**config.mk**
```make
export PLATFORM = sky130hd
export DESIGN_NAME = dequantize
export DESIGN_NICKNAME = d
export VERILOG_FILES = /design/src/rtl/dequantize.sv
export SDC_FILE = /design/constraint.sdc
export NUM_CORES = 1
export LEC_CHECK = 0
export CAP_MARGIN = 20
export CORE_MARGIN = 3
export CORE_UTILIZATION = 58
export CTS_CLUSTER_DIAMETER = 200
export DETAILED_ROUTE_END_ITERATION = 10
export GPL_TIMING_DRIVEN = 0
export PLACE_DENSITY = 0.9
export SYNTH_ARGS = -nofsm -noshare
export SYNTH_HDL_FRONTEND = slang
export SYNTH_SLANG_ARGS = --single-unit
```
**constraint.sdc**
```tcl
create_clock -name clk_i -period 7.7 [get_ports clk_i]
set_input_delay 1.155 -clock clk_i [delete_from_list [all_inputs] [get_ports clk_i]]
set_output_delay 1.155 -clock clk_i [all_outputs]
set_load 0.01 [all_outputs]
```
**src/rtl/dequantize.sv**
```systemverilog
// Two-stage dequantizer: scales signed quantized elements by a fixed-point constant
// and flags the last element of each NUM_CALCULATE burst. Optional macro: DEQUANTIZE_SAT_EN.
module dequantize #(
    parameter int unsigned WIDTH_INPUT    = 8,
    parameter int unsigned WIDTH_OUTPUT   = 32,
    parameter int unsigned NUM_CALCULATE  = 8,
    parameter int unsigned SCALING_FACTOR = 2408,
    parameter int unsigned FRAC_BITS      = 0
) (
    input  logic                           clk_i,
    input  logic                           rstn_i,
    input  logic                           i_dq_valid,
    input  logic                           i_clear,
    input  logic signed [WIDTH_INPUT-1:0]  din_i,
    output logic signed [WIDTH_OUTPUT-1:0] o_dqout,
    output logic                           o_dqvalid,
    output logic                           done_o
);

    localparam int unsigned PW = WIDTH_INPUT + 32;
    localparam int unsigned RW = PW + 1;
    localparam int unsigned CW = (NUM_CALCULATE > 1) ? $clog2(NUM_CALCULATE) : 1;
    localparam logic [CW-1:0] LAST  = CW'(NUM_CALCULATE - 1);
    localparam logic [31:0]   SCALE = SCALING_FACTOR;

    logic                          s1_valid;
    logic signed [WIDTH_INPUT-1:0] s1_data;
    logic [CW-1:0]                 cnt;

    logic signed [PW-1:0]           din_ext;
    logic signed [PW-1:0]           scale_ext;
    logic signed [PW-1:0]           prod;
    logic signed [RW-1:0]           rounded;
    logic signed [WIDTH_OUTPUT-1:0] result;

    always_ff @(posedge clk_i or negedge rstn_i) begin
        if (!rstn_i) begin
            s1_valid <= 1'b0;
            s1_data  <= '0;
        end else if (i_clear) begin
            s1_valid <= 1'b0;
            s1_data  <= '0;
        end else begin
            s1_valid <= i_dq_valid;
            if (i_dq_valid) begin
                s1_data <= din_i;
            end
        end
    end

    // Unsigned scale is zero-extended so the signed product never overflows PW bits.
    assign din_ext   = {{32{s1_data[WIDTH_INPUT-1]}}, s1_data};
    assign scale_ext = {{WIDTH_INPUT{1'b0}}, SCALE};
    assign prod      = din_ext * scale_ext;

    generate
        if (FRAC_BITS == 0) begin : g_exact
            assign rounded = {prod[PW-1], prod};
        end else begin : g_round
            localparam logic [RW-1:0] HALF = RW'(1) << (FRAC_BITS - 1);
            logic signed [RW-1:0] p_ext;
            logic        [RW-1:0] mag;
            logic        [RW-1:0] mag_r;
            logic                 neg;

            // Round half away from zero by rounding the magnitude, then restoring sign.
            assign p_ext   = {prod[PW-1], prod};
            assign neg     = prod[PW-1];
            assign mag     = neg ? -p_ext : p_ext;
            assign mag_r   = (mag + HALF) >> FRAC_BITS;
            assign rounded = neg ? -mag_r : mag_r;
        end
    endgenerate

`ifdef DEQUANTIZE_SAT_EN
    generate
        if (WIDTH_OUTPUT >= RW) begin : g_wide
            assign result = WIDTH_OUTPUT'(rounded);
        end else begin : g_sat
            localparam logic signed [RW-1:0] SAT_MAX =
                {{(RW - WIDTH_OUTPUT + 1){1'b0}}, {(WIDTH_OUTPUT - 1){1'b1}}};
            localparam logic signed [RW-1:0] SAT_MIN =
                {{(RW - WIDTH_OUTPUT + 1){1'b1}}, {(WIDTH_OUTPUT - 1){1'b0}}};

            always_comb begin
                result = rounded[WIDTH_OUTPUT-1:0];
                if (rounded > SAT_MAX) begin
                    result = SAT_MAX[WIDTH_OUTPUT-1:0];
                end else if (rounded < SAT_MIN) begin
                    result = SAT_MIN[WIDTH_OUTPUT-1:0];
                end
            end
        end
    endgenerate
`else
    assign result = WIDTH_OUTPUT'(rounded);
`endif

    always_ff @(posedge clk_i or negedge rstn_i) begin
        if (!rstn_i) begin
            o_dqvalid <= 1'b0;
            o_dqout   <= '0;
            done_o    <= 1'b0;
            cnt       <= '0;
        end else if (i_clear) begin
            o_dqvalid <= 1'b0;
            o_dqout   <= '0;
            done_o    <= 1'b0;
            cnt       <= '0;
        end else begin
            o_dqvalid <= s1_valid;
            if (s1_valid) begin
                o_dqout <= result;
                done_o  <= (cnt == LAST);
                cnt     <= (cnt == LAST) ? '0 : cnt + 1'b1;
            end else begin
                o_dqout <= '0;
                done_o  <= 1'b0;
            end
        end
    end

endmodule

```
==> results of run 1 <==
[per-stage QoR]
stage,cells,setup slack (ps),hold slack (ps)
finish,375,3680,533
global route,375,3500,599
CTS,375,3690,536
detailed placement,367,3730,516
global placement,366,3830,509
floorplan,273,4010,490
[registers in the layout (all words and copies together) (netlist names)]
signal	count
cnt	3
done_o	1
o_dqout	18
s1_valid	1
s1_data	8
o_dqvalid	1
[power by group through the flow]
stage                     logic [mW]  registers [mW]  clock network, mW
after floorplan                0.108           0.186                  0
after global placement         0.148           0.186                  0
after global routing           0.181           0.184              0.144
final                          0.160           0.183              0.136
after detailed placement       0.158           0.186                  0
after CTS                      0.161           0.183              0.137
[final cells by class]
cell class / count / area, um2 / area share, %
timing repair buffer: 42 / 438 / 13.3
multi-input combinational: 180 / 1610 / 49.0
clock inverter: 2 / 10.0 / 0.304
tap: 52 / 65.1 / 1.97
clock buffer: 6 / 82.6 / 2.51
sequential: 32 / 801 / 24.3
inverter: 39 / 146 / 4.44
buffer: 22 / 139 / 4.22
[metal layers]
metal	vias to the layer above	track usage, %
met4	0	11.3
li1	997	-
met5	-	0
met2	57	37.1
met1	974	24.3
met3	15	4.05
[logic make-up after synthesis]
logic type	after synthesis	share of synthesized area (%)
xor+xnor	3	0.976
other cells	1	0.139
compound gates	35	9.58
fa+ha+maj	62	32.5
buf+inv	61	10.6
simple gates	66	12.4
flops	32	29.8
mux	11	4.09
[worst max path at each step]
stage,start,end,slack (ps),cells past startpoint
after detailed placement,s1_data[5]$_DFFE_PN0P_,o_dqout[30]$_DFF_PN0_,3730,12
after CTS,s1_data[5]$_DFFE_PN0P_,o_dqout[30]$_DFF_PN0_,3690,12
after global placement,s1_data[5]$_DFFE_PN0P_,o_dqout[30]$_DFF_PN0_,3830,12
after global routing,s1_data[6]$_DFFE_PN0P_,o_dqout[30]$_DFF_PN0_,3500,12
final,s1_data[5]$_DFFE_PN0P_,o_dqout[30]$_DFF_PN0_,3680,12
after floorplan,s1_data[5]$_DFFE_PN0P_,o_dqout[30]$_DFF_PN0_,4010,12
[cell usage in the layout (no fill, tap or decap), types with 6 or more instances in the layout]
cell              n
ha_1             49
clkdlybuf4s50_1  41
inv_1            39
dfrtp_1          32
nor2_1           20
buf_4            14
fa_1             13
a21oi_1          11
mux2i_1          11
nor3_1           10
nand2_1           9
clkbuf_8          6
[worst max-delay path, cell delays in order, from the launching register on]
cell and delay, ps:
dfrtp_1 480, fa_1 530, ha_1 300, inv_1 50
fa_1 500, fa_1 570, inv_1 50, ha_1 380
and2_4 200, a221oi_4 320, a21oi_2 130, or3_1 370
nand3_1 80
==> results_dict.tcl, run 1 <==
set metrics [dict create \
    status "finished, final reports clean" \
    nets 396 \
    via_per_inst 5.45 \
    crit_path_end_kind "flop" \
    clockRootBuffer "clkbuf_8" \
    p_int_mw 0.319 \
    numCtsBuffers 5 \
    dr.pass1.iters 4 \
    dr_wl_met3_um 250 \
    drc 0 \
    holdCritStartpoint "cnt[2]$_DFFE_PN0P_" \
    arrival_ps 4250 \
    dieArea_mm2 0.00549 \
    seqPwrFrac_pct 38.2 \
    slew_headroom_pct 46.9 \
    dpl-instance-area_mm2 0.00320 \
    power_leakage_nw 1.73 \
    htree_num_levels 2 \
    grtUsageTotal_pct 21.1 \
    grt_pass1_vias 2017 \
    io_buffers 41 \
    yosys_most_used_dff "dfrtp_1" \
    fin_skew_ps 6.25 \
    io_pins 46 \
    synth_top_area_share_pct 29.8 \
    vdd_drop_max_uv 121 \
    path_max_fanout 6 \
    netlist_instances 271 \
    cts_sinks 32 \
    rsz0062_at_grt "false" \
    power_mw 0.478 \
    postLayoutCellArea_mm2 0.00329 \
    max-cap-violations 0 \
    die_w_um 74.1 \
    hp-class "reg -> reg" \
    place_congestion 0.856 \
    topRoutingLayerUsed "met4" \
    worstSetupPathType "reg -> reg" \
    crit_required_ps 7920 \
    core_mm2 0.00441 \
    synth_top_area_cell "dfrtp_1" \
    clkPwrFrac_pct 28.4 \
    tightest_slew_ps 794 \
    cts_hold_buf 0 \
    cts_max_path_buffers 2 \
    netlist_area_mm2 0.00269 \
    ys_seq_area_share_pct 29.8 \
    grt-ovfl-total 0 \
    drt_iter0_markers 93 \
    tns_ps 0 \
    switching_share_pct 33.3 \
    finalHoldViolCount 0 \
    area.growth.synth_to_final_pct 22.4 \
    initial_core_util_pct 61.0 \
    layout_min_cycle_time_ps 4020 \
    cts_resized 0 \
    worst_hold_path.endpoint "cnt[2]$_DFFE_PN0P_" \
    clk_pin_slew_ps 70 \
    wl_met2_um 2720 \
    worst_skew_pair.late_latency_ps 290 \
    power.switching_mw 0.159 \
    grt_antenna_before_repair 0 \
    yosys_warnings 0 \
    wl_per_cell_um 14.1 \
    vias 2043 \
    synthArstFlopShare_pct 100 \
    ant_nets 0 \
    power.density_mw_per_mm2 145 \
    drive_above_1_share_pct 9.60 \
    max_freq_mhz 249 \
    post_cts_buffers 0 \
    yosys-top-cells-count "ha_1, inv_1, dfrtp_1" \
    ys_types 39 \
    diodes 0 \
    combPwrFrac_pct 33.4 \
    synthTopCellsByArea "dfrtp_1, ha_1, fa_1" \
    tritoncts "done" \
    die_h_um 74.1 \
    r2r-end "o_dqout[30]$_DFF_PN0_" \
    slew_viol_final 0 \
    rows 24 \
    syn_area_per_cell_um2 9.93 \
    ff2ff_path_depth 12 \
    grt_pass1_wl_um 8860 \
    r2r_start "s1_data[5]$_DFFE_PN0P_" \
    dpl.hpwl_um 4120 \
    start_kind "flop" \
    setup_viol 0 \
    n_fill_cell 317 \
    hold_depth 2 \
    ys_seq_elements 32 \
    synth-edff-count 0 \
    r2r_setup_slack_ps 3680 \
    grt_max_degree 19 \
    wl_met1_um 2150 \
    fin_crit_sh_pct 52.2 \
    final_util_pct 74.6 \
    synth_most_common_cell "ha_1" \
    wirelength_um 5270 \
]
No activity file was read; power rests on OpenSTA's default activity.
==> run 2: changes to the inputs <==
Settings changed: CORE_UTILIZATION 58 to 49, PLACE_DENSITY 0.9 to 0.82.
Clock period 7.7 ns to 3.3 ns, I/O delays scaled along.
==> results_dict.tcl, run 2 (synthesis results as in run 1) <==
set metrics [dict create \
    slew_headroom_pct 43.3 \
    grt_pass1_wl_um 9720 \
    tightest_slew_ps 849 \
    layout_commonest_cell "ha_1" \
    fin_skew_ps 6.35 \
    reg_top3 "o_dqout x18, s1_data x8, cnt x3" \
    via_per_inst 5.09 \
    cts_sinks 32 \
    tritoncts "done" \
    dieArea_mm2 0.00642 \
    dpl.hpwl_um 4090 \
    grt_max_degree 18 \
    start_kind "flop" \
    cts_hold_buf 0 \
    clk_pin_slew_ps 70 \
    regMostFlops "o_dqout" \
    io_buffers 41 \
    ant_nets 0 \
    rows 26 \
    drive_above_1_share_pct 23.9 \
    final_cell_mix "ha_1, clkdlybuf4s50_1, inv_1" \
    n_fill_cell 380 \
    hp-class "reg -> reg" \
    crit_required_ps 3520 \
    slew_viol_final 0 \
    htree_num_levels 2 \
    place_congestion 0.862 \
    worstSetupPathType "reg -> reg" \
    wirelength_um 5580 \
    core_mm2 0.00520 \
    finalWorstSetupSlack_ps -276 \
    power.density_mw_per_mm2 338 \
    fin_crit_sh_pct 108 \
    io_pins 46 \
    max-cap-violations 0 \
    hold_ws_ps 535 \
    diodes 0 \
    grt_pass1_vias 2073 \
    die_h_um 80.1 \
    numCtsBuffers 5 \
    setup_viol 9 \
    path_max_fanout 4 \
    vias 2083 \
    dr.pass1.iters 5 \
    grt_antenna_before_repair 0 \
    largest_register_ffs 18 \
    layout_min_cycle_time_ps 3580 \
    grt-ovfl-total 0 \
    worst_skew_pair.late_latency_ps 290 \
    status "finished, violations left" \
    die_w_um 80.1 \
    crit_path_end_kind "flop" \
    initial_core_util_pct 51.7 \
    cts_max_path_buffers 2 \
    violations "setup timing" \
    grtUsageTotal_pct 19.5 \
    rsz0062_at_grt "true" \
    drt_iter0_markers 79 \
    wl_per_cell_um 13.7 \
    arrival_ps 3800 \
    vdd_drop_max_uv 243 \
    place_ws_ps -407 \
    nets 412 \
    max_freq_mhz 280 \
    power_leakage_nw 1.80 \
    area.growth.synth_to_final_pct 34.4 \
    clockRootBuffer "clkbuf_8" \
    finalHoldViolCount 0 \
    drc 0 \
    power_mw 1.22 \
]
==> run 2: layer usage <==
metal	wire, um	global-route usage, %	share of wire, %	vias up
met4	64	5.41	1.1	0
met5	0	0	0	-
met2	2820	34.4	50	62
met3	288	3.92	5.2	9
li1	-	-	-	1030
met1	2420	24.1	43	982
==> run 2: area by class of cell <==
type                            instances  area [um2]  share of cell area, %
Buffer                                 22         139                   3.84
Multi-Input combinational cell        180        1780                   49.2
Inverter                               39         146                   4.05
Tap cell                               70        87.6                   2.42
Clock buffer                            6        82.6                   2.28
Timing Repair Buffer                   58         566                   15.6
Sequential cell                        32         808                   22.3
Clock inverter                          2        10.0                  0.277
==> run 2: worst paths after layout <==
check / start / end / slack (ps) / depth (start not counted)
max: s1_data[6]$_DFFE_PN0P_ / o_dqout[30]$_DFF_PN0_ / -280 / 12
min: cnt[1]$_DFFE_PN0P_ / cnt[1]$_DFFE_PN0P_ / 540 / 2
max reg2reg: s1_data[6]$_DFFE_PN0P_ / o_dqout[30]$_DFF_PN0_ / -280 / 12
min reg2reg: cnt[1]$_DFFE_PN0P_ / cnt[1]$_DFFE_PN0P_ / 540 / 2
max in group asynchronous: rstn_i / s1_data[3]$_DFFE_PN0P_ / 2030 / 1
min in group asynchronous: rstn_i / o_dqout[5]$_DFF_PN0_ / 690 / 1
==> run 2: report_power, final <==
| part | internal (mW) | switching [mW] | leakage [nW] |
|---|---|---|---|
| clock | 0.166 | 0.150 | 0.0510 |
| sequential | 0.409 | 0.0130 | 0.428 |
| combinational | 0.242 | 0.244 | 1.32 |
==> run 2: worst max-delay path: stages (launching register included) <==
cell	delay, ps
dfrtp_2	430
fa_2	600
ha_4	200
inv_2	50
fa_1	420
fa_1	520
inv_2	50
ha_4	230
and2_4	170
a221oi_4	320
a21oi_2	120
or3_1	320
nand3_1	70
==> run 2: repair_timing <==
item / in CTS / in global routing
endpoints found under the hold margin: 0 / 0
setup endpoints to repair: 9 / 11
resized for setup: 24 / 5
buffers inserted: 15 / 1
pin swaps: 16 / 8
==> run 2: through the flow <==
stage	area, um2	cells	utilization, %	TNS (ps)
floorplan	2760	273	-	-487
global placement	3260	384	62.6	-2150
detailed placement	3290	385	63.1	-2740
CTS	3590	408	68.9	-1290
global route	3620	409	69.5	-2860
finish	3620	409	69.5	-1760
==> run 3: changes to the inputs <==
Settings changed: SLEW_MARGIN set to 15.
==> results_dict.tcl, run 3 (synthesis results as in run 1) <==
set metrics [dict create \
    htree_num_levels 2 \
    tritoncts "done" \
    tightest_slew_ps 702 \
    final_cells 408 \
    grtUsageTotal_pct 19.6 \
    fin_crit_sh_pct 109 \
    via_per_inst 5.12 \
    wirelength_um 5640 \
    power_mw 1.20 \
    slew_viol_final 0 \
    grt_antenna_before_repair 0 \
    drc 0 \
    io_pins 46 \
    finalWorstSetupSlack_ps -300 \
    drive_above_1_share_pct 23.7 \
    clockRootBuffer "clkbuf_8" \
    place_congestion 0.862 \
    cts_hold_buf 0 \
    arrival_ps 3820 \
    clk_pin_slew_ps 70 \
    reg_top3 "o_dqout x18, s1_data x8, cnt x3" \
    die_h_um 80.1 \
    path_max_fanout 4 \
    grt_max_degree 33 \
    fin_skew_ps 5.83 \
    slew_headroom_pct 53.2 \
    status "finished, violations left" \
    worstSetupPathType "reg -> reg" \
    path_cells "fa_2 -> ha_4 -> inv_2 -> fa_1 -> fa_1 -> inv_2 -> ha_4 -> and2_4 -> a221oi_4 -> a21oi_2 -> or3_1 -> nand3_1" \
    power.density_mw_per_mm2 334 \
    largest_register_ffs 18 \
    power_leakage_nw 1.80 \
    max_freq_mhz 278 \
    final_cell_mix "ha_1, clkdlybuf4s50_1, inv_1" \
    cts_sinks 32 \
    slowest_stage "fa_2" \
    dpl.hpwl_um 3970 \
    max_stage_delay_ps 600 \
    crit_path_end_kind "flop" \
    worst_skew_pair.late_latency_ps 290 \
    rsz0062_at_grt "true" \
    ant_nets 0 \
    initial_core_util_pct 51.7 \
    drt_iter0_markers 141 \
    grt_pass1_vias 2077 \
    layout_min_cycle_time_ps 3600 \
    wl_per_cell_um 13.8 \
    r2r_setup_slack_ps -300 \
    core_mm2 0.00520 \
    crit_required_ps 3520 \
    numCtsBuffers 5 \
    dr.pass1.iters 4 \
    violations "setup timing" \
    setup_viol 8 \
    regMostFlops "o_dqout" \
    area.growth.synth_to_final_pct 33.2 \
    grt-ovfl-total 0 \
    io_buffers 41 \
    grt_pass1_wl_um 9780 \
    diodes 0 \
    dieArea_mm2 0.00642 \
    vdd_drop_max_uv 237 \
    tns_ps -1650 \
    hp-class "in -> async" \
    cts_max_path_buffers 2 \
    layout_commonest_cell "ha_1" \
    max-cap-violations 0 \
    vias 2089 \
    rows 26 \
    start_kind "flop" \
    dp_cells 384 \
    finalHoldViolCount 0 \
    die_w_um 80.1 \
    nets 411 \
]
[run 3: cell count changes in the layout (fill, tap and decap cells not counted), moves of 2 or more]
cell     delta
a21oi_2     -2
inv_1       +2
inv_2       -2
nor3_1      -2
nor3_2      +2
[run 3: cell type report]
| class | count | area [um2] |
|---|---|---|
| Buffer | 22 | 139 |
| Clock buffer | 6 | 82.6 |
| Clock inverter | 2 | 10.0 |
| Fill cell | 391 | 1620 |
| Inverter | 39 | 146 |
| Multi-Input combinational cell | 180 | 1780 |
| Sequential cell | 32 | 808 |
| Tap cell | 70 | 87.6 |
| Timing Repair Buffer | 57 | 529 |
[run 3: report_power, final]
| group | switching, mW | internal (mW) |
|---|---|---|
| Combinational | 0.240 | 0.225 |
| Sequential | 0.0125 | 0.409 |
| Clock | 0.145 | 0.166 |
| Total | 0.397 | 0.801 |
[run 3: worst max-delay path, delay by kind of cell (launching register included)]
kind                     cells  cell delay [ps]
adder cells (fa/ha/maj)      5             1980
AND/OR/NAND/NOR              3              570
AO/OA/AOI/OAI                2              470
flip-flops                   1              430
buffers and inverters        2              100
[run 3: layer usage]
metal	up-vias	GRT usage [%]	wire, um
met2	77	35.1	2940
li1	1021	-	-
met4	0	6.08	100
met1	980	23.6	2300
met3	11	3.81	308
met5	-	0	0
[run 3: final timing paths]
kind,start,cells after the start,endpoint
setup / recovery,s1_data[6]$_DFFE_PN0P_,12,o_dqout[30]$_DFF_PN0_
hold / removal,rstn_i,1,o_dqout[7]$_DFF_PN0_
setup reg to reg,s1_data[6]$_DFFE_PN0P_,12,o_dqout[30]$_DFF_PN0_
hold reg to reg,cnt[1]$_DFFE_PN0P_,2,cnt[1]$_DFFE_PN0P_
max in group asynchronous,rstn_i,1,s1_data[7]$_DFFE_PN0P_
min in group clk_i,cnt[1]$_DFFE_PN0P_,2,cnt[1]$_DFFE_PN0P_
[run 3: timing repair]
item	4_1_cts	5_1_grt
resized for setup	20	8
buffers inserted	15	1
pin swaps	12	16
setup endpoints to repair	9	10
[run 3: metrics by stage]
step | worst slack, ps | area (um2) | hold slack [ps] | util, %
6_report | -300 | 3590 | 251 | 68.9
4_1_cts | -250 | 3550 | 266 | 68.1
3_5_place_dp | -395 | 3250 | 520 | 62.5
3_3_place_gp | -338 | 3260 | 510 | 62.6
2_1_floorplan | -150 | 2760 | 199 | -
5_1_grt | -424 | 3590 | 299 | 68.9
==> RTL edit: new RTL, config.mk and constraints of run 3 <==
The parameter `WIDTH_INPUT` goes from 8 to 6.
--- a/src/rtl/dequantize.sv
+++ b/src/rtl/dequantize.sv
@@ -2,5 +2,5 @@
 // and flags the last element of each NUM_CALCULATE burst. Optional macro: DEQUANTIZE_SAT_EN.
 module dequantize #(
-    parameter int unsigned WIDTH_INPUT    = 8,
+    parameter int unsigned WIDTH_INPUT    = 6,
     parameter int unsigned WIDTH_OUTPUT   = 32,
     parameter int unsigned NUM_CALCULATE  = 8,
Interface: changed (resized din_i); port bits go from 46 to 44. The function was not compared with the original's and may differ.
==> RTL edit against run 3 <==
The flow still finishes with violations (setup timing); sequential power is 13% lower; maximum frequency increased by 3.8%; final area decreased by 21%; sequential cell count fell by 4; hold slack worse by 0.022 ns; total power shrank 26%; utilization is 0.79 points higher; area after synthesis decreased by 23%; worst setup slack improved by 0.13 ns; die area decreased by 21%; routed wire length shrank 25%; clock power is 11% lower; sequential share of layout area rose by 2.5 points; largest cell class unchanged; largest power group is now sequential cells; highest routed layer unchanged.
==> RTL edit: results (changes against run 3) <==
metric,value,unit,change
worstPathArrival,3.69,ns,-0.13 ns
floorplan.tapcells,50,,-29%
failing_checks,setup timing,,
drive_above_1_share,24.60,%,+0.93 points
cts_setup_buffers,8,,-7
final.fill_count,299,,-24%
numPortBuffers,39,,-4.9%
outcome,finished with violations,,
detail_route.wl_per_cell,14.10,um,+1.9%
first_global_vias,1519,,-27%
synth.distinct_cells,34,,-13%
grt.total_usage,17.46,%,-2.2 points
path_clk_slew,0.10,ns,+0.03 ns
synth.area.mux_share,6.258,%,+2.2 points
use_met1,23.09,%,-0.54 points
drc_violation_total_after_the_first_tritonroute_iteration,59,,-58%
met2_usage,29.39,%,-5.7 points
worstPathMaxFanout,6,,+2
synth_compound_area_share,7.762,%,-1.8 points
area.share.sequential,25.04,%,+2.5 points
xor_and_xnor_area_share_after_synthesis,0.4212,%,-0.56 points
clock_tree_area_fraction,2.522,%,-0.060 points
layout.nets,311,,-24%
layout.area.seq,708.2,um2,-12%
fraction_of_area_in_multi_input_gates,46.73,%,-3.0 points
setup-tns-final,-0.4415,ns,+1.211 ns
setup_viol,4,,-4
detailroute.wirelength.met3,177,um,-43%
post_cts.resized_instances,10,,-50%
postPlaceCellArea,2591,um2,-20%
clock_skew,0.004721,ns,-0.001109 ns
final_critical_path_setup_slack,-0.1667,ns,+0.1332 ns
placed_wire_length_estimate_after_detailed_placement,2930,um,-26%
==> RTL edit: changes by cell type in the layout (fill, tap and decap cells not counted), sizes merged, moves of 5 or more <==
cell           run 3  this run
clkbuf            11         6
nor3              10         4
a21oi             12         6
ha                49        40
nand3              6         1
fa                13         8
inv               39        13
==> RTL edit: critical path, cell delays in order (launching register included) <==
cell and delay, ns:
sky130_fd_sc_hd__dfrtp_2 0.49, sky130_fd_sc_hd__ha_4 0.23, sky130_fd_sc_hd__ha_2 0.30, sky130_fd_sc_hd__inv_1 0.05, sky130_fd_sc_hd__fa_2 0.36, sky130_fd_sc_hd__fa_1 0.54
sky130_fd_sc_hd__inv_2 0.05, sky130_fd_sc_hd__ha_4 0.15, sky130_fd_sc_hd__fa_2 0.37, sky130_fd_sc_hd__a211oi_4 0.28, sky130_fd_sc_hd__nor3_2 0.09, sky130_fd_sc_hd__or4_1 0.41
sky130_fd_sc_hd__nand3_1 0.07
==> RTL edit: worst paths after layout <==
check | start | depth (start not counted) | endpoint | slack [ns]
min in group clk_i | cnt[2]$_DFFE_PN0P_ | 2 | cnt[2]$_DFFE_PN0P_ | 0.54
setup / recovery | s1_data[1]$_DFFE_PN0P_ | 12 | o_dqout[16]$_DFF_PN0_ | -0.17
setup reg to reg | s1_data[1]$_DFFE_PN0P_ | 12 | o_dqout[16]$_DFF_PN0_ | -0.17
hold / removal | rstn_i | 1 | done_o$_DFF_PN0_ | 0.23
max in group asynchronous | rstn_i | 1 | s1_data[3]$_DFFE_PN0P_ | 2.62
hold reg to reg | cnt[2]$_DFFE_PN0P_ | 2 | cnt[2]$_DFFE_PN0P_ | 0.54
==> RTL edit: power by group <==
part	internal [mW]	switching (mW)
combinational	0.113	0.126
sequential	0.356	0.0111
clock	0.163	0.115
total	0.632	0.252
